File: src/rtl/otf_quotient_converter.sv
// On-the-fly conversion of signed-digit quotients {-1,0,+1} into a WIDTH+1 bit
// two's-complement result. Optional macro OTF_SIGN_CORRECT_EN applies the
// final negative-remainder correction (quotient - 1) when the result is registered.
module otf_quotient_converter #(
  parameter int WIDTH = 16
) (
  input  logic             clk,
  input  logic             rst_n,
  input  logic             start,
  input  logic [1:0]       digit,
  input  logic             digit_valid,
  output logic             digit_ready,
  input  logic             rem_neg,
  output logic [WIDTH:0]   quotient,
  output logic             q_valid,
  input  logic             q_ready,
  output logic             busy,
  output logic             digit_err
);

  localparam int QW = WIDTH + 1;
  localparam int CW = $clog2(WIDTH + 1);
  localparam logic [CW-1:0] LAST_COUNT = CW'(WIDTH - 1);

  // Handshakes: a beat transfers on the rising edge where valid & ready are
  // both high; ready never depends on valid, and a producer holds its data
  // stable until the transfer completes.

  typedef enum logic [1:0] {
    IDLE    = 2'd0,
    CONVERT = 2'd1,
    DONE    = 2'd2
  } state_t;

  typedef struct packed {
    state_t         state;
    logic [CW-1:0]  count;
  } dbg_t;

  state_t          state;
  state_t          state_next;
  logic [QW-1:0]   q_reg;
  logic [QW-1:0]   qm_reg;
  logic [QW-1:0]   q_next;
  logic [QW-1:0]   qm_next;
  logic [QW-1:0]   final_value;
  logic [CW-1:0]   count;
  logic            accept;
  logic            last_accept;
  dbg_t            dbg_view_unused;

  // Snapshot of FSM state and digit count for hierarchical probing.
  assign dbg_view_unused = '{state: state, count: count};

  assign accept      = (state == CONVERT) && digit_valid;
  assign last_accept = accept && (count == LAST_COUNT);

  // Shift-in of the next digit; QM always tracks Q - 1.
  always_comb begin
    q_next  = q_reg;
    qm_next = qm_reg;
    case (digit)
      2'b10: begin
        q_next  = {q_reg[WIDTH-1:0], 1'b1};
        qm_next = {q_reg[WIDTH-1:0], 1'b0};
      end
      2'b01: begin
        q_next  = {qm_reg[WIDTH-1:0], 1'b1};
        qm_next = {qm_reg[WIDTH-1:0], 1'b0};
      end
      default: begin
        q_next  = {q_reg[WIDTH-1:0], 1'b0};
        qm_next = {qm_reg[WIDTH-1:0], 1'b1};
      end
    endcase
  end

`ifdef OTF_SIGN_CORRECT_EN
  assign final_value = rem_neg ? qm_next : q_next;
`else
  logic unused_rem_neg;
  assign unused_rem_neg = rem_neg;
  assign final_value    = q_next;
`endif

  always_comb begin
    state_next  = state;
    digit_ready = 1'b0;
    q_valid     = 1'b0;
    busy        = 1'b0;
    case (state)
      IDLE: begin
        if (start) state_next = CONVERT;
      end
      CONVERT: begin
        digit_ready = 1'b1;
        busy        = 1'b1;
        if (last_accept) state_next = DONE;
      end
      DONE: begin
        q_valid = 1'b1;
        busy    = 1'b1;
        if (q_ready) state_next = IDLE;
      end
      default: state_next = IDLE;
    endcase
  end

  always_ff @(posedge clk or negedge rst_n) begin
    if (!rst_n) begin
      state     <= IDLE;
      q_reg     <= '0;
      qm_reg    <= '1;
      count     <= '0;
      quotient  <= '0;
      digit_err <= 1'b0;
    end else begin
      state <= state_next;
      if (state == IDLE && start) begin
        q_reg     <= '0;
        qm_reg    <= '1;
        count     <= '0;
        digit_err <= 1'b0;
      end
      if (accept) begin
        q_reg  <= q_next;
        qm_reg <= qm_next;
        count  <= count + CW'(1);
        if (digit == 2'b11) digit_err <= 1'b1;
        if (last_accept) quotient <= final_value;
      end
    end
  end

endmodule

File: config.mk
export PLATFORM = sky130hd
export DESIGN_NAME = otf_quotient_converter
export DESIGN_NICKNAME = d
export VERILOG_FILES = /design/src/rtl/otf_quotient_converter.sv
export SDC_FILE = /design/constraint.sdc
export NUM_CORES = 1
export LEC_CHECK = 0
export BUFFER_PORTS_ARGS = -buffer_cell sky130_fd_sc_hd__buf_4
export CORE_UTILIZATION = 52
export CTS_CLUSTER_DIAMETER = 60
export CTS_CLUSTER_SIZE = 20
export DETAILED_ROUTE_END_ITERATION = 10
export GPL_TIMING_DRIVEN = 0
export PLACE_DENSITY = 0.76
export SLEW_MARGIN = 20
export SYNTH_ARGS = -nofsm -noshare
export SYNTH_HDL_FRONTEND = slang
export SYNTH_SLANG_ARGS = --single-unit
File: constraint.sdc
create_clock -name clk -period 1.75 [get_ports clk]
set_input_delay 0.0875 -clock clk [delete_from_list [all_inputs] [get_ports clk]]
set_output_delay 0.0875 -clock clk [all_outputs]
set_load 0.02 [all_outputs]
==> Word-level counts from Yosys, hierarchy flattened <==
Index checks and enable logic that the tools add are counted.
{ "totals": {"latchBits": 0, "rom_bits": 0, "mem_count": 0, "output_inout_bits": 21, "ramBits": 0, "regBits": 57} }
{ "op_classes": {"mul": 0, "n_eq_ne": 9, "n_reduce_logical": 8, "n_shift": 0, "mux": 18, "n_bitwise": 0, "div": 0, "n_lt_le_gt_ge": 0, "n_addsub": 1} }
{ "ops": {"columns": ["operator", "count"], "rows": [
  ["$mux W16", 4],
  ["$pmux W17 S2", 1],
  ["$pmux W16 S2", 1],
  ["$mux W5", 2],
  ["$eq A2 B2 Y1 const B", 3],
  ["$mux W1", 6],
  ["$mux W2", 3],
  ["$ne A2 B2 Y1 const B", 3],
  ["$pmux W2 S3", 1],
  ["$add A5 B1 Y5 const B", 1],
  ["$eq A5 B4 Y1 const B", 1],
  ["$eq A2 B1 Y1 const B", 2],
  ["$logic_and A1 B1 Y1", 3],
  ["$reduce_and A3 Y1", 1],
  ["$logic_not A2 Y1", 1],
  ["$reduce_and A2 Y1", 1],
  ["$reduce_bool A2 Y1", 1],
  ["$reduce_or A2 Y1", 1]
]} }

==> Logic depth before layout (Yosys ltp) <==
Gate-level depths: netlist (run 1).
{ "logic_depth": {"ltp_word": 5, "mapped_depth": 8} }

==> Worst setup path before layout (run 1) <==
Ideal clock, no wire load.
{ "synth_path": {"kind": "reg2reg", "start": "reg state[1]", "end": "reg state[0]", "setup_time_ns": 0.125, "stages_incl_launch_ff": 6, "path_buffers": 1, "arrival_ns": 1.556, "slack_ns": 0.070, "path_cell_list": "dfrtp_1 > inv_1 > ha_1 > buf_2 > a222oi_1 > mux2_2"} }
{ "synth_via": {"elab_chain_cells": 5, "word_cells_on_any_way": 10, "cone_classes": "eq/ne: 5; mux: 1; reduce/logical: 4"} }
{ "synth_lines": {"columns": ["element", "line_no", "source"], "rows": [
  ["from (decl)", "40", "state_t state;"],
  ["from (signal assigned)", "118", "state <= state_next;"],
  ["$eq A2 B1 Y1", "55, 91", null],
  ["$logic_and A1 B1 Y1", "55", "assign accept = (state == CONVERT) && digit_valid;"],
  ["$logic_and A1 B1 Y1", "56", "assign last_accept = accept && (count == LAST_COUNT);"],
  ["$ne A2 B2 Y1 (no source line)", null, null],
  ["$reduce_and A3 Y1 (no source line)", null, null]
]} }
Several ways; a longest one is shown, not always the timed one.
A chain may end at the register's enable or synchronous reset.

==> Final worst setup path (run 1) <==
{ "layout_path": {"start": "reg count[0]", "end": "reg state[0]"} }
{ "layout_via": {"elab_chain_cells": 4} }
{ "layout_lines": {"columns": ["element", "line_no", "source"], "rows": [
  ["from (decl)", "47", "logic [CW-1:0] count;"],
  ["from (signal assigned)", "128", "count <= count + CW'(1);"],
  ["$eq A5 B4 Y1", "56", null],
  ["$logic_and A1 B1 Y1", "56", null],
  ["$ne A2 B2 Y1 (no source line)", null, null],
  ["$reduce_and A3 Y1 (no source line)", null, null]
]} }
Every way passes these cells.

==> impl_metrics.py, run 1 <==
metrics = {
    "status": {
        "outcome": "complete, but fails checks",
        "violations": "negative setup slack",
    },
    "layout": {
        "design_area_mm2": 0.00308,
        "final_common_cell": "dfrtp_1",
        "finalNetCount": 305,
        "final_cell_count_no_fill": 359,
        "area_growth_pct": 21.3,
        "largest_register_ffs": 17,
        "antenna_cells": 0,
        "mostFrequentLayoutCells": "41 x dfrtp_1, 36 x nand2_1, 32 x buf_4, 31 x o21ai_0, 30 x nor2_1",
        "fillers": 390,
        "drive_above_1_share_pct": 29.5,
    },
    "routing": {
        "routedWlPerCell_um": 15.6,
        "avgViaCountPerCell": 5.61,
        "remaining_drc_errors": 0,
        "drt_iter0_drc": 171,
        "antenna_left": 0,
        "vias": 2013,
        "dr.pass1.iters": 4,
        "wirelength_um": 5590,
    },
    "clock_network": {
        "h-tree-depth": 3,
        "cts_made_buffers": 9,
        "cts_root_buffer": "clkbuf_8",
        "path_clk_slew_ps": 60,
        "clock_latency_ps": 340,
        "cts.sinks": 57,
        "clockBufferDepth": 2,
        "tritoncts": "built",
    },
    "sta": {
        "rsz0062_at_grt": "yes",
        "slew_headroom_pct": 53.6,
        "max_freq_ghz": 0.554,
        "finalMaxSlewViolations": 0,
        "finClkSkew_ps": 8.74,
        "tns_ps": -105,
        "period_share_pct": 103,
        "tightest_slew_ps": 696,
        "finalHoldViolCount": 0,
        "fin_crit_ps": 1800,
        "setup_slack_ps": -54.0,
        "setup_viol": 2,
    },
    "grt": {
        "antenna_found_initial": 0,
        "grt.overflow.total": 0,
        "grt_pass1_vias": 1982,
        "grt_max_degree": 58,
        "grt_pass1_wl_um": 9190,
        "grt_usage_pct": 24.0,
    },
    "die": {
        "start_util_pct": 53.7,
        "rows": 25,
        "coreArea_mm2": 0.00472,
        "dieArea_mm2": 0.00516,
        "dieWidth_um": 71.9,
        "die_y_um": 71.9,
        "num_io_pins": 29,
    },
    "placed_design": {
        "port_buffers": 26,
        "gp_congestion": 0.804,
        "hpwlAfterDp_um": 3460,
        "dpl-instance-area_mm2": 0.00282,
        "dp.cells": 339,
    },
    "synthesis": {
        "synth_area_mm2": 0.00254,
        "synth-edff-count": 0,
        "synth_area_per_cell_um2": 10.3,
        "ys.flop_type": "dfrtp_1",
        "synthCells": 246,
        "ys_warn_count": 0,
        "seq_area_frac_synth_pct": 57.0,
        "ys_seq_elements": 57,
        "netlist-cell-type-count": 30,
        "synth_nets": 264,
        "synthArstFlopShare_pct": 100,
    },
    "pwr": {
        "clockPowerShare_pct": 24.8,
        "comb_power_share_pct": 29.2,
        "power_density_mw_per_mm2": 1380,
        "power.share.switching_pct": 34.6,
        "seq_power_share_pct": 46.1,
        "internal_power_mw": 2.78,
        "p_leak_nw": 1.38,
        "ir_drop_v": 0.00111,
        "power_switching_mw": 1.48,
    },
    "worst_setup_path": {
        "crit_type": "reg2reg",
        "critPathMaxFanout": 4,
        "worst_ep_arrival_time_ps": 2020,
        "crit_required_ps": 1970,
        "critical_path.endpoint_type": "register",
        "critPathLaunchType": "register",
    },
    "run": {
        "cap_violations": 0,
    },
    "worst_hold_path": {
        "hp-class": "in2reg",
    },
}
==> through the flow <==
step | utilization [%] | setup slack [ps] | hold WS [ps] | power [mW]
2_1_floorplan | - | 69.6 | -208 | 2.74
3_3_place_gp | 59.6 | -230 | 181 | 3.07
3_5_place_dp | 59.6 | -257 | 181 | 3.12
4_1_cts | 64.3 | -44.0 | 85.2 | 4.21
5_1_grt | 65.2 | -118 | 113 | 4.50
6_report | 65.2 | -54.0 | 90.6 | 4.26
==> power by group through the flow <==
stage	registers [mW]	clock network [mW]	logic, mW
2_1_floorplan	1.91	0	0.826
3_3_place_gp	1.95	0	1.12
3_5_place_dp	1.96	0	1.16
4_1_cts	1.95	1.06	1.20
5_1_grt	2.00	1.12	1.38
6_report	1.96	1.06	1.24
==> critical path: stages (launching register included) <==
cell and delay (ps):
dfrtp_1 400, ha_2 200, and3_4 200, ha_4 140, nand2_2 50, a222oi_1 310, mux2_2 390
==> synthesized netlist by cell type (2+ instances only) <==
master     n  area, µm²
dfrtp_1   41       1030
nand2_1   38        143
o21ai_0   33        165
nor2_1    30        113
a22oi_1   16        120
dfstp_2   16        420
a221oi_1  14        123
ha_1      10        125
buf_2      8       40.0
inv_1      7       26.3
clkbuf_1   5       18.8
clkbuf_2   3       15.0
o21ai_1    3       15.0
a32o_1     2       20.0
mux2_2     2       22.5
nand3_1    2       10.0
nor2b_1    2       12.5
or2_1      2       12.5
==> logic make-up after synthesis <==
family | Yosys count | share of synthesized area, %
xor+xnor | 1 | 0.345
fa+ha+maj | 10 | 4.93
mux | 2 | 0.888
flops | 57 | 57.0
buf+inv | 25 | 4.68
simple gates | 76 | 12.0
compound gates | 75 | 20.2
==> area by class of cell <==
class / count / area (µm²) / area share, %
flip-flops and latches: 57 / 1450 / 47.0
plain buffers: 18 / 118 / 3.82
multi-input cells: 164 / 1010 / 33.0
repair buffers: 30 / 228 / 7.40
well taps: 67 / 83.8 / 2.72
clock inverters: 1 / 5.00 / 0.163
clock buffers: 15 / 156 / 5.08
inverters: 7 / 26.3 / 0.854
==> routing by layer <==
| metal | part of all wire [%] | track usage [%] |
|---|---|---|
| met1 | 43 | 30.2 |
| met2 | 49 | 36.9 |
| met3 | 5.2 | 7.88 |
| met4 | 2.2 | 13.1 |
| met5 | 0 | 0 |
==> worst paths after layout <==
check / from / end / slack, ps / cells after the start
min in group asynchronous: rst_n / quotient[5]$_DFFE_PN0P_ / 350 / 2
hold reg to reg: quotient[3]$_DFFE_PN0P_ / quotient[3]$_DFFE_PN0P_ / 480 / 2
max in group asynchronous: rst_n / digit_err$_DFF_PN0_ / 940 / 2
setup reg to reg: count[0]$_DFFE_PN0P_ / state[0]$_DFFE_PN0P_ / -50 / 6
hold / removal: start / digit_err$_DFF_PN0_ / 90 / 3
setup / recovery: count[0]$_DFFE_PN0P_ / state[0]$_DFFE_PN0P_ / -50 / 6
==> what timing repair did <==
item	in CTS	in global routing
resized for setup	12	15
hold buffers	1	0
pin swaps	3	2
hold endpoints to repair	41	0
endpoints found under the setup margin	46	40
buffers inserted	2	1
Power figures use the tool's default switching activity.
==> run 2, diff against run 1 <==
CELL_PAD_IN_SITES_DETAIL_PLACEMENT = 0   (was not set)
CELL_PAD_IN_SITES_GLOBAL_PLACEMENT = 1   (was not set)
CORE_UTILIZATION = 41   (was 52)
==> run 2 against run 1 <==
  * The run still ends with negative setup slack left
  * Hold slack gained 1.3 ps
  * Via count shrank 2.1%
  * Die area grew 26%
  * Non-clock buffer count grew 2
  * Global-route usage shrank 4.1 points
  * Critical path type unchanged
==> impl_metrics.py, run 2 (synthesis results as in run 1) <==
metrics = {
    "status": {
        "outcome": "complete, but fails checks",
        "violations": "negative setup slack",
    },
    "placed_design": {
        "hpwlAfterDp_um": 3700,
        "gp_congestion": 0.766,
        "dpl-instance-area_mm2": 0.00283,
        "pre_cts_slack_ps": -402,
        "dp.cells": 347,
        "port_buffers": 26,
    },
    "clock_network": {
        "clockBufferDepth": 2,
        "cts_made_buffers": 9,
        "h-tree-depth": 3,
        "tritoncts": "built",
        "cts_root_buffer": "clkbuf_8",
        "clock_latency_ps": 330,
        "path_clk_slew_ps": 60,
        "cts.sinks": 57,
    },
    "worst_setup_path": {
        "crit_chain": "ha_2, and3_4, ha_4, nand2_2, a222oi_1, mux2_2",
        "rrSetupSlack_ps": -10,
        "r2r_start": "count[0]$_DFFE_PN0P_",
        "crit-reg2reg-capture": "state[1]$_DFFE_PN0P_",
        "crit_required_ps": 1970,
        "critical_path.endpoint_type": "register",
        "rr_worst_depth": 6,
        "worst_ep_arrival_time_ps": 1980,
        "critPathLaunchType": "register",
        "critPathMaxFanout": 2,
        "crit_type": "reg2reg",
        "max_stage_delay_ps": 380,
        "crit_slowest_cell": "mux2_2",
    },
    "grt": {
        "grt_pass1_wl_um": 9400,
        "grt.overflow.total": 0,
        "grt_pass1_vias": 1913,
        "grt_max_degree": 58,
        "grt_usage_pct": 19.9,
        "antenna_found_initial": 0,
    },
    "layout": {
        "design_area_mm2": 0.00311,
        "largest_register_ffs": 17,
        "fin_util_pct": 52.3,
        "area_growth_pct": 22.7,
        "mostFrequentLayoutCells": "41 x dfrtp_1, 36 x nand2_1, 33 x buf_4, 33 x o21ai_0, 30 x nor2_1",
        "finalNetCount": 307,
        "final_cell_count_no_fill": 369,
        "antenna_cells": 0,
        "final_common_cell": "dfrtp_1",
        "drive_above_1_share_pct": 31.0,
    },
    "run": {
        "cap_violations": 0,
    },
    "sta": {
        "finClkSkew_ps": 6.50,
        "tightest_slew_ps": 727,
        "period_share_pct": 101,
        "fin_crit_ps": 1760,
        "setup_slack_ps": -13.1,
        "rsz0062_at_grt": "yes",
        "max_freq_ghz": 0.567,
        "setup_viol": 2,
        "slew_headroom_pct": 51.5,
        "finalMaxSlewViolations": 0,
        "finalHoldViolCount": 0,
    },
    "routing": {
        "avgViaCountPerCell": 5.34,
        "wirelength_um": 5770,
        "vias": 1970,
        "dr.pass1.iters": 4,
        "antenna_left": 0,
        "drt_iter0_drc": 130,
        "routedWlPerCell_um": 15.6,
        "remaining_drc_errors": 0,
    },
    "worst_hold_path": {
        "worst_hold_path.num_cells": 3,
        "hp-class": "in2reg",
        "hp-start": "start",
        "hold_end": "digit_err$_DFF_PN0_",
    },
    "pwr": {
        "p_leak_nw": 1.41,
        "power_density_mw_per_mm2": 1380,
        "ir_drop_v": 0.000822,
    },
    "die": {
        "start_util_pct": 42.6,
        "num_io_pins": 29,
        "die_y_um": 80.7,
        "dieArea_mm2": 0.00651,
        "dieWidth_um": 80.7,
        "rows": 28,
        "coreArea_mm2": 0.00596,
    },
}
-- run 2: changes by cell type in the layout (fill, tap and decap cells not counted), moves of 2 or more --
cell      change
o21ai_0       +2
clkinv_2      +2
clkbuf_1      -3
o21ai_1       -2
-- run 2: cell type report --
cell class	count	area (µm²)
Buffer	18	115
Clock buffer	13	159
Clock inverter	3	15.0
Fill cell	588	2840
Inverter	7	26.3
Multi-Input combinational cell	164	1010
Sequential cell	57	1450
Tap cell	75	93.8
Timing Repair Buffer	32	243
-- run 2: how the worst max path moves through the flow --
stage | to | depth (start not counted) | from
final | state[1]$_DFFE_PN0P_ | 6 | count[0]$_DFFE_PN0P_
after global routing | state[0]$_DFFE_PN0P_ | 6 | count[0]$_DFFE_PN0P_
after CTS | state[0]$_DFFE_PN0P_ | 6 | count[0]$_DFFE_PN0P_
after detailed placement | quotient[13]$_DFFE_PN0P_ | 6 | count[0]$_DFFE_PN0P_
after global placement | quotient[13]$_DFFE_PN0P_ | 6 | count[0]$_DFFE_PN0P_
after floorplan | state[0]$_DFFE_PN0P_ | 5 | state[1]$_DFFE_PN0P_
-- run 2: per-stage QoR --
step / TNS (ps) / hold slack [ps] / total power [mW]
CTS: -55.3 / 82.2 / 4.31
global placement: -6320 / 193 / 3.10
detailed placement: -7250 / 193 / 3.13
global route: -470 / 115 / 4.60
finish: -26.0 / 91.8 / 4.31
floorplan: 0 / -208 / 2.74
-- run 2: worst max-delay path: cells and delay by family, from the launching register on --
| family | cells | cell delay (ps) |
|---|---|---|
| flops | 1 | 370 |
| compound gates | 1 | 330 |
| fa+ha+maj | 2 | 330 |
| mux | 1 | 380 |
| simple gates | 2 | 240 |
-- run 2: where the power goes --
part | total [mW] | switching (mW) | internal [mW] | leakage (nW)
Combinational | 1.27 | 0.736 | 0.538 | 0.581
Clock | 1.09 | 0.502 | 0.585 | 0.0932
Sequential | 1.95 | 0.236 | 1.71 | 0.732
-- run 2: timing repair --
item,4_1_cts,5_1_grt
setup buffers,4,1
endpoints found under the setup margin,49,27
hold buffers,1,0
endpoints found under the hold margin,41,0
pin swaps,3,2
resized for setup,15,7
-- run 2: metal layers --
metal	part of all wire [%]	routed length (µm)	GRT usage (%)
met5	0	0	0
met4	1.7	98	8.75
met3	4.2	240	5.11
met2	48	2760	31.4
met1	46	2670	25.6
==> run 3, diff against run 2 <==
CORE_UTILIZATION = 42   (was 41)
CTS_BUF_LIST = sky130_fd_sc_hd__clkbuf_4 sky130_fd_sc_hd__clkbuf_8   (was not set)
PLACE_DENSITY = 0.78   (was 0.76)
==> run 3 against run 2 <==
  * The flow still finishes with violations (negative setup slack)
  * Via count is 0.56% higher
  * Worst setup slack worse by 18 ps
  * Clock power is 21% higher
  * Global-route usage is 0.99 points higher
  * Non-clock buffer count is 2 higher
  * Count of clock-buffer cells in the layout is 1 higher
  * First-iteration DRC count is 35% higher
  * Fmax is 1.0% lower
  * Final area is 2.4% higher
  * Core utilization is 3.9 points higher
  * Sequential share of layout area is 1.1 points lower
  * Die area is 2.3% lower
==> impl_metrics.py, run 3 (synthesis results as in run 1) <==
metrics = {
    "worst_hold_path": {
        "hp-class": "in2reg",
        "hp-start": "start",
    },
    "layout": {
        "largest_register_ffs": 17,
        "final_common_cell": "dfrtp_1",
        "area_growth_pct": 25.6,
        "fin_util_pct": 56.2,
        "finalNetCount": 309,
        "mostFrequentLayoutCells": "41 x dfrtp_1, 38 x buf_4, 37 x nand2_1, 33 x o21ai_0, 30 x nor2_1",
        "drive_above_1_share_pct": 32.1,
        "antenna_cells": 0,
    },
    "worst_setup_path": {
        "crit_type": "reg2reg",
        "critPathMaxFanout": 7,
        "max_stage_delay_ps": 380,
        "worst_ep_arrival_time_ps": 2000,
        "crit_slowest_cell": "dfrtp_1",
        "crit_required_ps": 1970,
        "critPathLaunchType": "register",
        "crit_start": "state[1]$_DFFE_PN0P_",
        "critical_path.endpoint_type": "register",
        "crit_chain": "inv_1, ha_1, clkbuf_4, a222oi_1, buf_4, mux2_4",
        "r2r_start": "state[1]$_DFFE_PN0P_",
    },
    "pwr": {
        "ir_drop_v": 0.000917,
        "p_leak_nw": 1.45,
        "power_density_mw_per_mm2": 1460,
        "finalPower_mw": 4.64,
    },
    "clock_network": {
        "cts.sinks": 57,
        "tritoncts": "built",
        "clock_latency_ps": 340,
        "h-tree-depth": 3,
        "clockBufferDepth": 2,
        "cts_made_buffers": 9,
        "path_clk_slew_ps": 60,
        "cts_root_buffer": "clkbuf_8",
    },
    "sta": {
        "whs_ps": 84.7,
        "tightest_slew_ps": 735,
        "setup_slack_ps": -31.2,
        "tns_ps": -54.7,
        "finalHoldViolCount": 0,
        "max_freq_ghz": 0.561,
        "finalMaxSlewViolations": 0,
        "finClkSkew_ps": 5.36,
        "period_share_pct": 102,
        "fin_crit_ps": 1780,
        "slew_headroom_pct": 51.0,
        "rsz0062_at_grt": "yes",
        "setup_viol": 2,
    },
    "routing": {
        "avgViaCountPerCell": 5.38,
        "antenna_left": 0,
        "drt_iter0_drc": 175,
        "wirelength_um": 5900,
        "dr.pass1.iters": 4,
        "remaining_drc_errors": 0,
        "vias": 1981,
        "routedWlPerCell_um": 16.0,
    },
    "status": {
        "outcome": "complete, but fails checks",
        "violations": "negative setup slack",
    },
    "run": {
        "cap_violations": 0,
    },
    "placed_design": {
        "port_buffers": 26,
        "gp_congestion": 0.728,
        "pre_cts_slack_ps": -363,
        "hpwlAfterDp_um": 3690,
    },
    "grt": {
        "grt_max_degree": 58,
        "grt_pass1_vias": 1997,
        "grt_pass1_wl_um": 9800,
        "antenna_found_initial": 0,
        "grt.overflow.total": 0,
        "grt_usage_pct": 20.9,
    },
    "die": {
        "rows": 27,
        "start_util_pct": 44.7,
        "die_y_um": 79.7,
        "dieArea_mm2": 0.00636,
        "dieWidth_um": 79.7,
        "coreArea_mm2": 0.00568,
        "num_io_pins": 29,
    },
}
run 3: final timing paths:
path | end | depth (start not counted) | slack, ps
hold / removal | digit_err$_DFF_PN0_ | 3 | 80
hold reg to reg | quotient[6]$_DFFE_PN0P_ | 2 | 480
max in group asynchronous | q_reg[14]$_DFFE_PN0P_ | 2 | 900
min in group asynchronous | quotient[2]$_DFFE_PN0P_ | 2 | 350
setup reg to reg | state[1]$_DFFE_PN0P_ | 6 | -30
setup / recovery | state[1]$_DFFE_PN0P_ | 6 | -30
run 3: layout make-up:
type                    instances  area (µm²)
fillers                       523        2490
flip-flops and latches         57        1450
multi-input cells             164        1030
repair buffers                 34         258
clock buffers                  14         180
plain buffers                  18         120
well taps                      72        90.1
clock inverters                 2        35.0
inverters                       7        26.3
run 3: through the flow:
step	instances	cell area (µm²)
after floorplan	246	2540
after global placement	344	2820
after detailed placement	344	2820
after CTS	367	3130
after global routing	368	3190
final	368	3190
run 3: worst max-delay path: cells and delay by family (launching register included):
kind                       cells  cell delay, ps
AOI/OAI and AO/OA              1             290
adders and majority gates      1             200
buffers and inverters          3             490
DFF                            1             380
muxes                          1             300
run 3: report_power, final:
group / switching (mW) / internal (mW)
clock: 0.514 / 0.804
combinational: 0.768 / 0.600
sequential: 0.241 / 1.71
run 3: per-layer routing:
layer | GRT usage [%] | routed length, µm
met1 | 26.9 | 2670
met2 | 33.3 | 2890
met3 | 4.69 | 224
met4 | 9.64 | 113
met5 | 0 | 0
run 3: repair_timing:
item,CTS,global route
hold buffers,1,0
endpoints found under the setup margin,43,30
endpoints found under the hold margin,41,0
gates resized for setup,14,16
pin swaps,4,3
buffers inserted,6,1
